## src/rtl/uart8_receiver_pkg.sv

```systemverilog
// Shared UART state encoding (common to TX and RX) and small helpers.
// PARITY_BIT is only reached when UART_RX_PARITY_EN is defined.
package uart8_receiver_pkg;

    typedef enum logic [2:0] {
        RESET      = 3'd0,
        IDLE       = 3'd1,
        START_BIT  = 3'd2,
        DATA_BITS  = 3'd3,
        STOP_BIT   = 3'd4,
        PARITY_BIT = 3'd5
    } uart_state_e;

    function automatic logic even_parity(input logic [7:0] data);
        return ^data;
    endfunction

endpackage

```

## src/rtl/uart8_receiver_sync.sv

```systemverilog
// uart_rx_sync: 2-flop synchronizer plus falling-edge detector for an async input.
// All flops reset to 1 (idle-high line), so no edge is seen coming out of reset.
module uart_rx_sync
    import uart8_receiver_pkg::*;
(
    input  logic clk,
    input  logic rst,
    input  logic d,
    output logic q,
    output logic fall
);

    logic meta_r;
    logic sync_r;
    logic prev_r;

    // Synchronizer chain and one-cycle history for edge detection
    always_ff @(posedge clk) begin
        if (rst) begin
            meta_r <= 1'b1;
            sync_r <= 1'b1;
            prev_r <= 1'b1;
        end else begin
            meta_r <= d;
            sync_r <= meta_r;
            prev_r <= sync_r;
        end
    end

    assign q    = sync_r;
    assign fall = prev_r & ~sync_r;

endmodule

```

## src/rtl/uart8_receiver.sv

```systemverilog
// 8N1 UART receiver, one mid-bit sample per bit at OVERSAMPLE clocks per bit.
// Define UART_RX_PARITY_EN to add an even-parity bit after data bit 7 (drives perr).
module uart8_receiver
    import uart8_receiver_pkg::*;
#(
    parameter int unsigned OVERSAMPLE = 32'd16,
    parameter int unsigned CNT_W      = 32'd4
) (
    input  logic       clk,
    input  logic       rst,
    input  logic       en,
    input  logic       in,
    output logic [7:0] out,
    output logic       done,
    output logic       busy,
    output logic       err,
    output logic       perr
);

    localparam logic [CNT_W-1:0] CNT_MID  = CNT_W'(OVERSAMPLE / 32'd2 - 32'd1);
    localparam logic [CNT_W-1:0] CNT_LAST = CNT_W'(OVERSAMPLE - 32'd1);

    uart_state_e      state_r;
    uart_state_e      state_nx;
    logic [CNT_W-1:0] cnt_r;
    logic [2:0]       bit_idx_r;
    logic [7:0]       shift_r;
    logic [7:0]       out_r;
    logic             done_r;
    logic             err_r;
    logic             perr_r;
    logic             busy_r;
    logic             rx_s;
    logic             fall_s;
    logic             done_nx;
    logic             err_nx;
    logic             perr_nx;
    logic             stop_smp_s;
`ifdef UART_RX_PARITY_EN
    logic             pmis_r;
`endif

    uart_rx_sync u_sync (
        .clk  (clk),
        .rst  (rst),
        .d    (in),
        .q    (rx_s),
        .fall (fall_s)
    );

    // State register
    always_ff @(posedge clk) begin
        if (rst) begin
            state_r <= IDLE;
        end else begin
            state_r <= state_nx;
        end
    end

    // Next-state logic; unknown codes (including RESET) fall back to IDLE
    always_comb begin
        state_nx = IDLE;
        case (state_r)
            IDLE: begin
                if (fall_s && en) state_nx = START_BIT;
                else              state_nx = IDLE;
            end
            START_BIT: begin
                if (cnt_r == CNT_MID) begin
                    if (rx_s) state_nx = IDLE;
                    else      state_nx = DATA_BITS;
                end else begin
                    state_nx = START_BIT;
                end
            end
            DATA_BITS: begin
                if ((cnt_r == CNT_LAST) && (bit_idx_r == 3'd7)) begin
`ifdef UART_RX_PARITY_EN
                    state_nx = PARITY_BIT;
`else
                    state_nx = STOP_BIT;
`endif
                end else begin
                    state_nx = DATA_BITS;
                end
            end
`ifdef UART_RX_PARITY_EN
            PARITY_BIT: begin
                if (cnt_r == CNT_LAST) state_nx = STOP_BIT;
                else                   state_nx = PARITY_BIT;
            end
`endif
            STOP_BIT: begin
                if (cnt_r == CNT_LAST) state_nx = IDLE;
                else                   state_nx = STOP_BIT;
            end
            default: state_nx = IDLE;
        endcase
    end

    // Strobe decode at the stop-bit sample point
    always_comb begin
        stop_smp_s = (state_r == STOP_BIT) && (cnt_r == CNT_LAST);
        done_nx    = 1'b0;
        err_nx     = 1'b0;
        perr_nx    = 1'b0;
        if (stop_smp_s) begin
            done_nx = rx_s;
            err_nx  = ~rx_s;
`ifdef UART_RX_PARITY_EN
            perr_nx = pmis_r;
`else
            perr_nx = 1'b0;
`endif
        end else begin
            done_nx = 1'b0;
            err_nx  = 1'b0;
            perr_nx = 1'b0;
        end
    end

    // Datapath: sample counter, bit shifter and registered outputs
    always_ff @(posedge clk) begin
        if (rst) begin
            cnt_r     <= '0;
            bit_idx_r <= 3'd0;
            shift_r   <= 8'h00;
            out_r     <= 8'h00;
            done_r    <= 1'b0;
            err_r     <= 1'b0;
            perr_r    <= 1'b0;
            busy_r    <= 1'b0;
`ifdef UART_RX_PARITY_EN
            pmis_r    <= 1'b0;
`endif
        end else begin
            done_r <= done_nx;
            err_r  <= err_nx;
            perr_r <= perr_nx;
            busy_r <= (state_nx != IDLE);
            if (done_nx) out_r <= shift_r;
            case (state_r)
                START_BIT: begin
                    if (cnt_r == CNT_MID) begin
                        cnt_r     <= '0;
                        bit_idx_r <= 3'd0;
                    end else begin
                        cnt_r <= cnt_r + 1'b1;
                    end
                end
                DATA_BITS: begin
                    if (cnt_r == CNT_LAST) begin
                        cnt_r              <= '0;
                        shift_r[bit_idx_r] <= rx_s;
                        bit_idx_r          <= bit_idx_r + 3'd1;
                    end else begin
                        cnt_r <= cnt_r + 1'b1;
                    end
                end
`ifdef UART_RX_PARITY_EN
                PARITY_BIT: begin
                    if (cnt_r == CNT_LAST) begin
                        cnt_r  <= '0;
                        pmis_r <= rx_s ^ even_parity(shift_r);
                    end else begin
                        cnt_r <= cnt_r + 1'b1;
                    end
                end
`endif
                STOP_BIT: begin
                    if (cnt_r == CNT_LAST) cnt_r <= '0;
                    else                   cnt_r <= cnt_r + 1'b1;
                end
                default: begin
                    cnt_r     <= '0;
                    bit_idx_r <= 3'd0;
                end
            endcase
        end
    end

    assign out  = out_r;
    assign done = done_r;
    assign err  = err_r;
    assign perr = perr_r;
    assign busy = busy_r;

endmodule

```

## config.mk

```make
export PLATFORM = sky130hd
export DESIGN_NAME = uart8_receiver
export DESIGN_NICKNAME = d
export VERILOG_FILES = /design/src/rtl/uart8_receiver_pkg.sv /design/src/rtl/uart8_receiver_sync.sv /design/src/rtl/uart8_receiver.sv
export SDC_FILE = /design/constraint.sdc
export NUM_CORES = 1
export LEC_CHECK = 0
export ABC_CLOCK_PERIOD_IN_PS = 2700
export CELL_PAD_IN_SITES_DETAIL_PLACEMENT = 1
export CELL_PAD_IN_SITES_GLOBAL_PLACEMENT = 1
export CORE_MARGIN = 3
export CORE_UTILIZATION = 45
export DETAILED_ROUTE_END_ITERATION = 10
export PLACE_DENSITY_LB_ADDON = 0.05
export SLEW_MARGIN = 30
export SYNTH_ARGS = -nofsm -noshare
export SYNTH_HDL_FRONTEND = slang
export SYNTH_SLANG_ARGS = --single-unit
```

## constraint.sdc

```tcl
create_clock -name clk -period 2.7 [get_ports clk]
set_input_delay 0.81 -clock clk [delete_from_list [all_inputs] [get_ports clk]]
set_output_delay 0.81 -clock clk [all_outputs]
set_load 0.01 [all_outputs]
```

[Word level (Yosys, flattened, before mapping)]
Index checks and enable logic that the tools add are counted.
Word-level totals
  bits of input ports: 4
  bits in writable memories: 0
  memories: 0
  bits in registers: 32
  ROM bits: 0
  logic and storage cells: 53
  output and inout port bits: 12
  bits in latches: 0
Operators by class
  bitwise operators: 4
  reduce and logical (&&, ||, !) cells: 8
  $add $sub $neg: 2
  $lt $le $gt $ge: 2
  equality and inequality tests: 10
  shift operators: 0
  div/mod/pow operators: 0
  multipliers: 0
  muxes and demuxes: 16
Operators with widths (count)
  3-bit 2-to-1 mux: 5
  3-bit case mux with 4 select lines: 1
  3-bit case mux with 3 select lines: 1
  8-bit bitwise mux: 1
  4-bit 2-to-1 mux: 2
  4-bit case mux with 2 select lines: 1
  3-bit by 2-bit equality test with 1-bit output, second input constant: 2
  3-bit equality test, second input constant: 2
  4-bit by 1-bit adder with 4-bit output, second input constant: 1
  4-bit by 3-bit equality test with 1-bit output, second input constant: 1
  4-bit equality test, second input constant: 1
  1-bit logical AND: 4
  3-bit by 4-bit less-than comparator with 1-bit output, second input constant: 1
  2-bit 2-to-1 mux: 2
  2-bit inequality test, second input constant: 2
  2-bit OR reduction: 2
  3-bit by 1-bit adder with 3-bit output, second input constant: 1
  1-bit demux with 3-bit select: 1
  3-bit by 1-bit equality test with 1-bit output, second input constant: 1
  3-bit by 1-bit >= comparator with 1-bit output, second input constant: 1
  3-bit by 1-bit inequality test with 1-bit output, second input constant: 1
  1-bit inverter: 3
  3-bit AND reduction: 1
  1-bit 2-to-1 mux: 2
  other kinds (2): 2

[Depth between registers and ports, before layout]
Gate-level depths: netlist (run 1).
  word-level depth: 6
  depth in mapped cells: 6
  gate-level depth less buffers: 6

[Hierarchy]
A second synthesis (run 1) with hierarchy kept.
Unflattened totals
  cell total of the unflattened synthesis: 147
  area total of the unflattened synthesis: 1382.6 sq um
Modules (own cells, without submodules)
  uart8_receiver: instances 1, area each 1297.5 sq um, cells each 140, seq. area each 580.6 sq um
  uart_rx_sync: instances 1, area each 85.1 sq um, cells each 7, seq. area each 60.1 sq um

[Worst setup path after synthesis (run 1)]
Ideal clock, no wire load.
  kind: input to register
  start: input rst
  end: register out_r[0] (netlist: out[0])
  path buffers: 2
  required time: 2572 ps
  path slack: 1177 ps
  arrival time: 1396 ps
  library setup time: 128 ps
  cell stages on the path: 3
  cell sequence: clkbuf_1 clkbuf_1 nor2_1
RTL lines
  from (decl): RTL line uart8_receiver.sv:10  | input logic rst,
  to (signal assigned): RTL line uart8_receiver.sv:141  | if (done_nx) out_r <= shift_r;
  to (decl): RTL line uart8_receiver.sv:28  | logic [7:0] out_r;
No word-level cell between the ends.

[Worst setup path in the final report (run 1)]
  start: register out_r[2] (netlist: out[2])
  end: output out[2]
RTL lines
  to (decl): RTL line uart8_receiver.sv:13  | output logic [7:0] out,
No word-level cell between the ends.

==> reports/metrics.yaml, run 1 <==
placed_design:
  portBuffers: 14
  place.gp.congestion: 0.8371
  dp_slack_ns: 0.6863
  place_hpwl_um: 2155
  placed_area_mm2: 0.001595
pwr:
  p_leak_uw: 0.0006059
  power_density_mw_per_mm2: 529.2
  vdd_ir_drop_max_mv: 0.3211
timing:
  setup_viol: 0
  hold_viol_final: 0
  tns_ns: 0
  slew_viol_final: 0
  slew_headroom_pct: 62.67
  min_period_ns: 2.034
  skew_ns: 0.01099
  min_period_over_period_pct: 75.33
  fmax_ghz: 0.4916
  layout_setup_ws_ns: 0.6660
  rsz0062_at_grt: "no"
  worst_slew_pin_slew_ns: 0.5591
synth:
  synthDistinctLibCells: 38
  synthArstFlopShare_pct: 0
  synth_xor_area_share_pct: 0.6124
  syn_area_mm2: 0.001430
  synth_edf_count: 0
  synth_fa_ha_area_share_pct: 2.625
  ys_warn_count: 0
  post_synth.cell_area_avg_um2: 9.863
  synth_compound_area_share_pct: 7.787
  synth_top_family_by_area: "simple AND/OR/NAND/NOR gates"
  ys_ff_latch: 32
  synth_flop_cell: "dfxtp_1"
  muxShareOfSynthArea_pct: 11.20
  syn_inst: 145
  synth-simple-area-share_pct: 29.22
  mappedNetlistNets: 152
  seq_area_frac_synth_pct: 44.79
floorplan:
  io_pins: 16
  die-area_mm2: 0.003891
  start_util_pct: 49.31
  die_x_um: 62.38
  fp.dieH_um: 62.38
  core_mm2: 0.002900
  rows: 19
drt:
  routed_wl_um: 2909
  drc: 0
  drt_iter0_drc: 50
  drtPass1Iterations: 4
  drt-wirelength-per-cell_um: 14.40
  ant_nets: 0
  routed_via_density: 5.347
  vias: 1080
clock_tree:
  clock_sinks: 32
  cts.reportedPaths.clkPinSlew_ns: 0.09
  clk_path_buf_depth: 2
  cts_tree: "done"
  cts_buffers: 5
  postCtsSetupRepairBufs: 0
  h-tree-depth: 2
  root_buffer: "clkbuf_4"
  holdBufCountCts: 0
  cts_resized: 0
  insertion_delay_ns: 0.32
worst_setup_path:
  cp.arrival_ns: 1.22
  critPathKind: "flip-flop to primary output"
  crit_path_max_fanout: 2
  required_ns: 1.89
  cp_cell_sequence: "clkdlybuf4s50_1"
  worst_path_max_delay_cell: "clkdlybuf4s50_1"
  cp-start-kind: "flip-flop"
  end_kind: "primary output"
  path_buf_inv: 1
  critPathMaxStageDelay_ns: 0.56
  path_delay_family: "buffers and inverters"
global_routing:
  grt_start_max_net_pins: 14
  grt_pass1_vias: 1099
  grt_pass1_wl_um: 5375
  grt_overflow: 0
  antenna_found_initial: 0
  track_usage_pct: 17.37
final_layout:
  nNetsFinal: 167
  diodes: 0
  syn_to_final_growth_pct: 14.79
  fin_util_pct: 56.60
  nFillCells: 348
  drive_gt1_share_pct: 11.88
  final_cell_area_mm2: 0.001642
outcome:
  outcome: "finished, final reports clean"
min_path:
  hold_class: "flip-flop to flip-flop"
job:
  maxCapViolations: 0
-- worst register-to-register path, delay by kind of cell, from the launching register on --
kind	cells	cell delay, ns
flip-flops	1	0.69
AND/OR/NAND/NOR	3	0.66
multiplexers	1	0.23
-- kinds of logic (layout without fill, tap and decap cells) --
logic type / count (synthesis) / count (layout)
AND/OR/NAND/NOR: 67 / 67
flip-flops: 32 / 32
AO/OA/AOI/OAI: 16 / 16
multiplexers: 16 / 16
buffers and inverters: 9 / 24
adder cells (fa/ha/maj): 3 / 3
other: 1 / 1
XOR/XNOR: 1 / 1
-- metrics by stage --
stage,hold slack [ns],instances,total power [uW]
floorplan,0.3895,145,605.2
global placement,0.3933,195,627.6
detailed placement,0.3983,195,632.6
CTS,0.4227,202,883.1
global route,0.4378,202,926.3
finish,0.4197,202,868.8
-- layer usage --
layer,track usage [%],wire [um]
met5,0,0
met4,7.989,50
met3,4.137,67
met2,27.02,1377
met1,22.77,1413
-- cell usage after synthesis (2+ instances only) --
master | number | area [um^2]
dfxtp_1 | 32 | 640.6
nor2_1 | 25 | 93.84
mux2i_1 | 16 | 160.2
nor3_1 | 7 | 35.03
nand2b_1 | 5 | 31.28
nand3_1 | 5 | 25.02
buf_2 | 4 | 20.02
clkbuf_1 | 3 | 11.26
ha_1 | 3 | 37.54
nand4_1 | 3 | 18.77
nor4_2 | 3 | 37.54
o21a_1 | 3 | 22.52
o21ai_1 | 3 | 15.01
or2_2 | 3 | 18.77
a21oi_1 | 2 | 10.01
a22oi_1 | 2 | 15.01
and2b_1 | 2 | 15.01
nand2_1 | 2 | 7.510
nor2b_1 | 2 | 12.51
nor3b_1 | 2 | 15.01
-- flip-flops by register name (all words and copies together), names as in the netlist --
name	count
u_sync.meta_r	1
err	1
bit_idx_r	3
shift_r	8
u_sync.prev_r	1
cnt_r	4
out	8
state_r	3
done	1
u_sync.q	1
busy	1
-- worst paths after layout --
kind | slack, ns | startpoint | cells after the start | to
max reg2reg | 1.03 | state_r[0]$_SDFF_PP1_ | 4 | shift_r[5]$_SDFFE_PP0P_
max | 0.67 | out[2]$_SDFFE_PP0P_ | 1 | out[2]
min | 0.42 | u_sync.meta_r$_SDFF_PP1_ | 1 | u_sync.q$_SDFF_PP1_
min reg2reg | 0.42 | u_sync.meta_r$_SDFF_PP1_ | 1 | u_sync.q$_SDFF_PP1_
-- power by group --
group	switching (uW)	internal, uW
Sequential	31.6	489
Combinational	50.6	50.5
Clock	151	95.8
Total	234	635
-- area by class of cell --
cell class | instances | area [um^2] | share of cell area, %
Multi-Input combinational cell | 104 | 739.5 | 45.05
Sequential cell | 32 | 640.6 | 39.02
Timing Repair Buffer | 17 | 162.7 | 9.909
Tap cell | 42 | 52.55 | 3.201
Clock buffer | 6 | 41.29 | 2.515
Clock inverter | 1 | 5.005 | 0.3049
-- cell usage in the layout (no fill, tap or decap), drive strengths merged, types with 2 or more instances in the layout --
cell / n
a21oi: 2
a22oi: 2
and2b: 2
buf: 3
clkbuf: 6
clkdlybuf4s50: 14
dfxtp: 32
ha: 3
mux2i: 16
nand2: 2
nand2b: 5
nand3: 5
nand4: 3
nor2: 25
nor2b: 2
nor3: 7
nor3b: 3
nor4: 5
o21a: 3
o21ai: 3
or2: 3
Power figures use the tool's default switching activity.
==> run 2, diff against run 1 <==
--- a/config.mk
+++ b/config.mk
@@ -5,11 +5,11 @@
 export SDC_FILE = /design/constraint.sdc
 export NUM_CORES = 1
 export LEC_CHECK = 0
-export ABC_CLOCK_PERIOD_IN_PS = 2700
+export ABC_CLOCK_PERIOD_IN_PS = 1650
 export CELL_PAD_IN_SITES_DETAIL_PLACEMENT = 1
 export CELL_PAD_IN_SITES_GLOBAL_PLACEMENT = 1
 export CORE_MARGIN = 3
-export CORE_UTILIZATION = 45
+export CORE_UTILIZATION = 38
 export DETAILED_ROUTE_END_ITERATION = 10
 export PLACE_DENSITY_LB_ADDON = 0.05
 export SLEW_MARGIN = 30
==> constraint.sdc (replaced) <==
create_clock -name clk -period 1.65 [get_ports clk]
set_input_delay 0.495 -clock clk [delete_from_list [all_inputs] [get_ports clk]]
set_output_delay 0.495 -clock clk [all_outputs]
set_load 0.01 [all_outputs]
==> run 2 against run 1 <==
Worst setup slack worse by 0.62 ns. Hold slack improved by 0.0048 ns. Final cell count rose by 7.4%. Combinational power is 100% higher. Die area is 17% higher. Utilization is 4.3 points lower. Clock skew is 0.0040 ns lower. Count of clock-buffer cells in the layout is 1 lower. Largest cell class unchanged. Highest routed layer unchanged.
==> reports/metrics.yaml, run 2 (same netlist as run 1, synthesis figures left out) <==
final_layout:
  final_cell_mix: "dfxtp_1 (32), nor2_1 (25), mux2i_1 (16)"
  diodes: 0
  fin_util_pct: 52.34
  nNetsFinal: 177
  instances_no_fill: 217
  syn_to_final_growth_pct: 26.95
  final_common_cell: "dfxtp_1"
  drive_gt1_share_pct: 18.71
worst_setup_path:
  cp_cell_sequence: "clkdlybuf4s50_1"
  critPathMaxStageDelay_ns: 0.52
  path_buf_inv: 1
  r2r-start: "cnt_r[0]$_SDFF_PP0_"
  path_delay_family: "buffers and inverters"
  worst_path_max_delay_cell: "clkdlybuf4s50_1"
  cp-start-kind: "flip-flop"
  end_kind: "primary output"
  crit_path_max_fanout: 1
  required_ns: 1.15
  critPathKind: "flip-flop to primary output"
  cp.arrival_ns: 1.11
  startpoint: "done$_SDFF_PP0_"
pwr:
  p_sw_uw: 428.0
  swShare_pct: 24.16
  combPwrFrac_pct: 11.5
  power_frac_seq_pct: 47.1
  internal_power_uw: 1343
  pwr-share-clk_pct: 41.4
  power_density_mw_per_mm2: 975.6
  total_power_uw: 1771
  vdd_ir_drop_max_mv: 0.4729
  p_leak_uw: 0.0007526
global_routing:
  antenna_found_initial: 0
  grt_start_max_net_pins: 26
  grt_pass1_wl_um: 5457
  grt_pass1_vias: 1122
  grt_overflow: 0
  track_usage_pct: 15.94
timing:
  min_period_over_period_pct: 97.00
  rsz0062_at_grt: "no"
  tns_ns: 0
  slew_viol_final: 0
  min_period_ns: 1.601
  fmax_ghz: 0.6248
  setup_viol: 0
  holdWs_ns: 0.4245
  skew_ns: 0.006968
  hold_viol_final: 0
floorplan:
  die-area_mm2: 0.004535
  start_util_pct: 41.23
  fp.dieH_um: 67.35
  io_pins: 16
  die_x_um: 67.35
  rows: 21
  core_mm2: 0.003468
placed_design:
  place.gp.congestion: 0.8309
  place_hpwl_um: 2272
  dp.cells: 209
  portBuffers: 14
clock_tree:
  postCtsSetupRepairBufs: 0
  holdBufCountCts: 0
  cts_tree: "done"
  insertion_delay_ns: 0.28
  clock_sinks: 32
  cts.reportedPaths.clkPinSlew_ns: 0.07
  root_buffer: "clkbuf_8"
  cts_buffers: 5
  cts_resized: 8
  h-tree-depth: 2
  clk_path_buf_depth: 2
drt:
  ant_nets: 0
  drt-wirelength-per-cell_um: 14.06
  vias: 1112
  routed_wl_um: 3050
  drt_iter0_drc: 38
  drtPass1Iterations: 4
  routed_via_density: 5.124
  drc: 0
min_path:
  hold_class: "flip-flop to flip-flop"
  worst_hold_startpoint: "u_sync.meta_r$_SDFF_PP1_"
job:
  maxCapViolations: 0
outcome:
  outcome: "finished, final reports clean"
==> run 2: final timing paths <==
kind	endpoint	slack (ns)	cells after the start
setup / recovery	done	0.05	1
hold / removal	u_sync.q$_SDFF_PP1_	0.42	1
setup reg to reg	shift_r[2]$_SDFFE_PP0P_	0.14	6
hold reg to reg	u_sync.q$_SDFF_PP1_	0.42	1
==> run 2: power by group through the flow <==
stage          clock network, uW  registers, uW  logic (uW)
6_report                     733            835         204
5_1_grt                      799            842         232
4_1_cts                      761            836         208
3_5_place_dp                   0            853         207
3_3_place_gp                   0            852         200
2_1_floorplan                  0            837         153
==> run 2: layout make-up <==
cell class	instances	area, um^2
multi-input cells	104	750.7
clock buffers	5	68.82
clock inverters	3	42.54
well taps	46	57.56
flip-flops and latches	32	640.6
repair buffers	27	255.2
fillers	396	1653
==> run 2: metrics by stage <==
step | setup slack, ns | cell area (um^2)
5_1_grt | 0.004135 | 1815
4_1_cts | 0.02547 | 1802
6_report | 0.04949 | 1815
3_5_place_dp | -0.01174 | 1700
3_3_place_gp | 0.05842 | 1700
2_1_floorplan | 0.1951 | 1430
==> run 2: layer usage <==
layer	GRT usage (%)	wire, um	up-vias
li1	-	-	561
met1	21.97	1566	535
met2	24.17	1385	14
met3	4.493	89	2
met4	4.557	9	0
met5	0	0	-
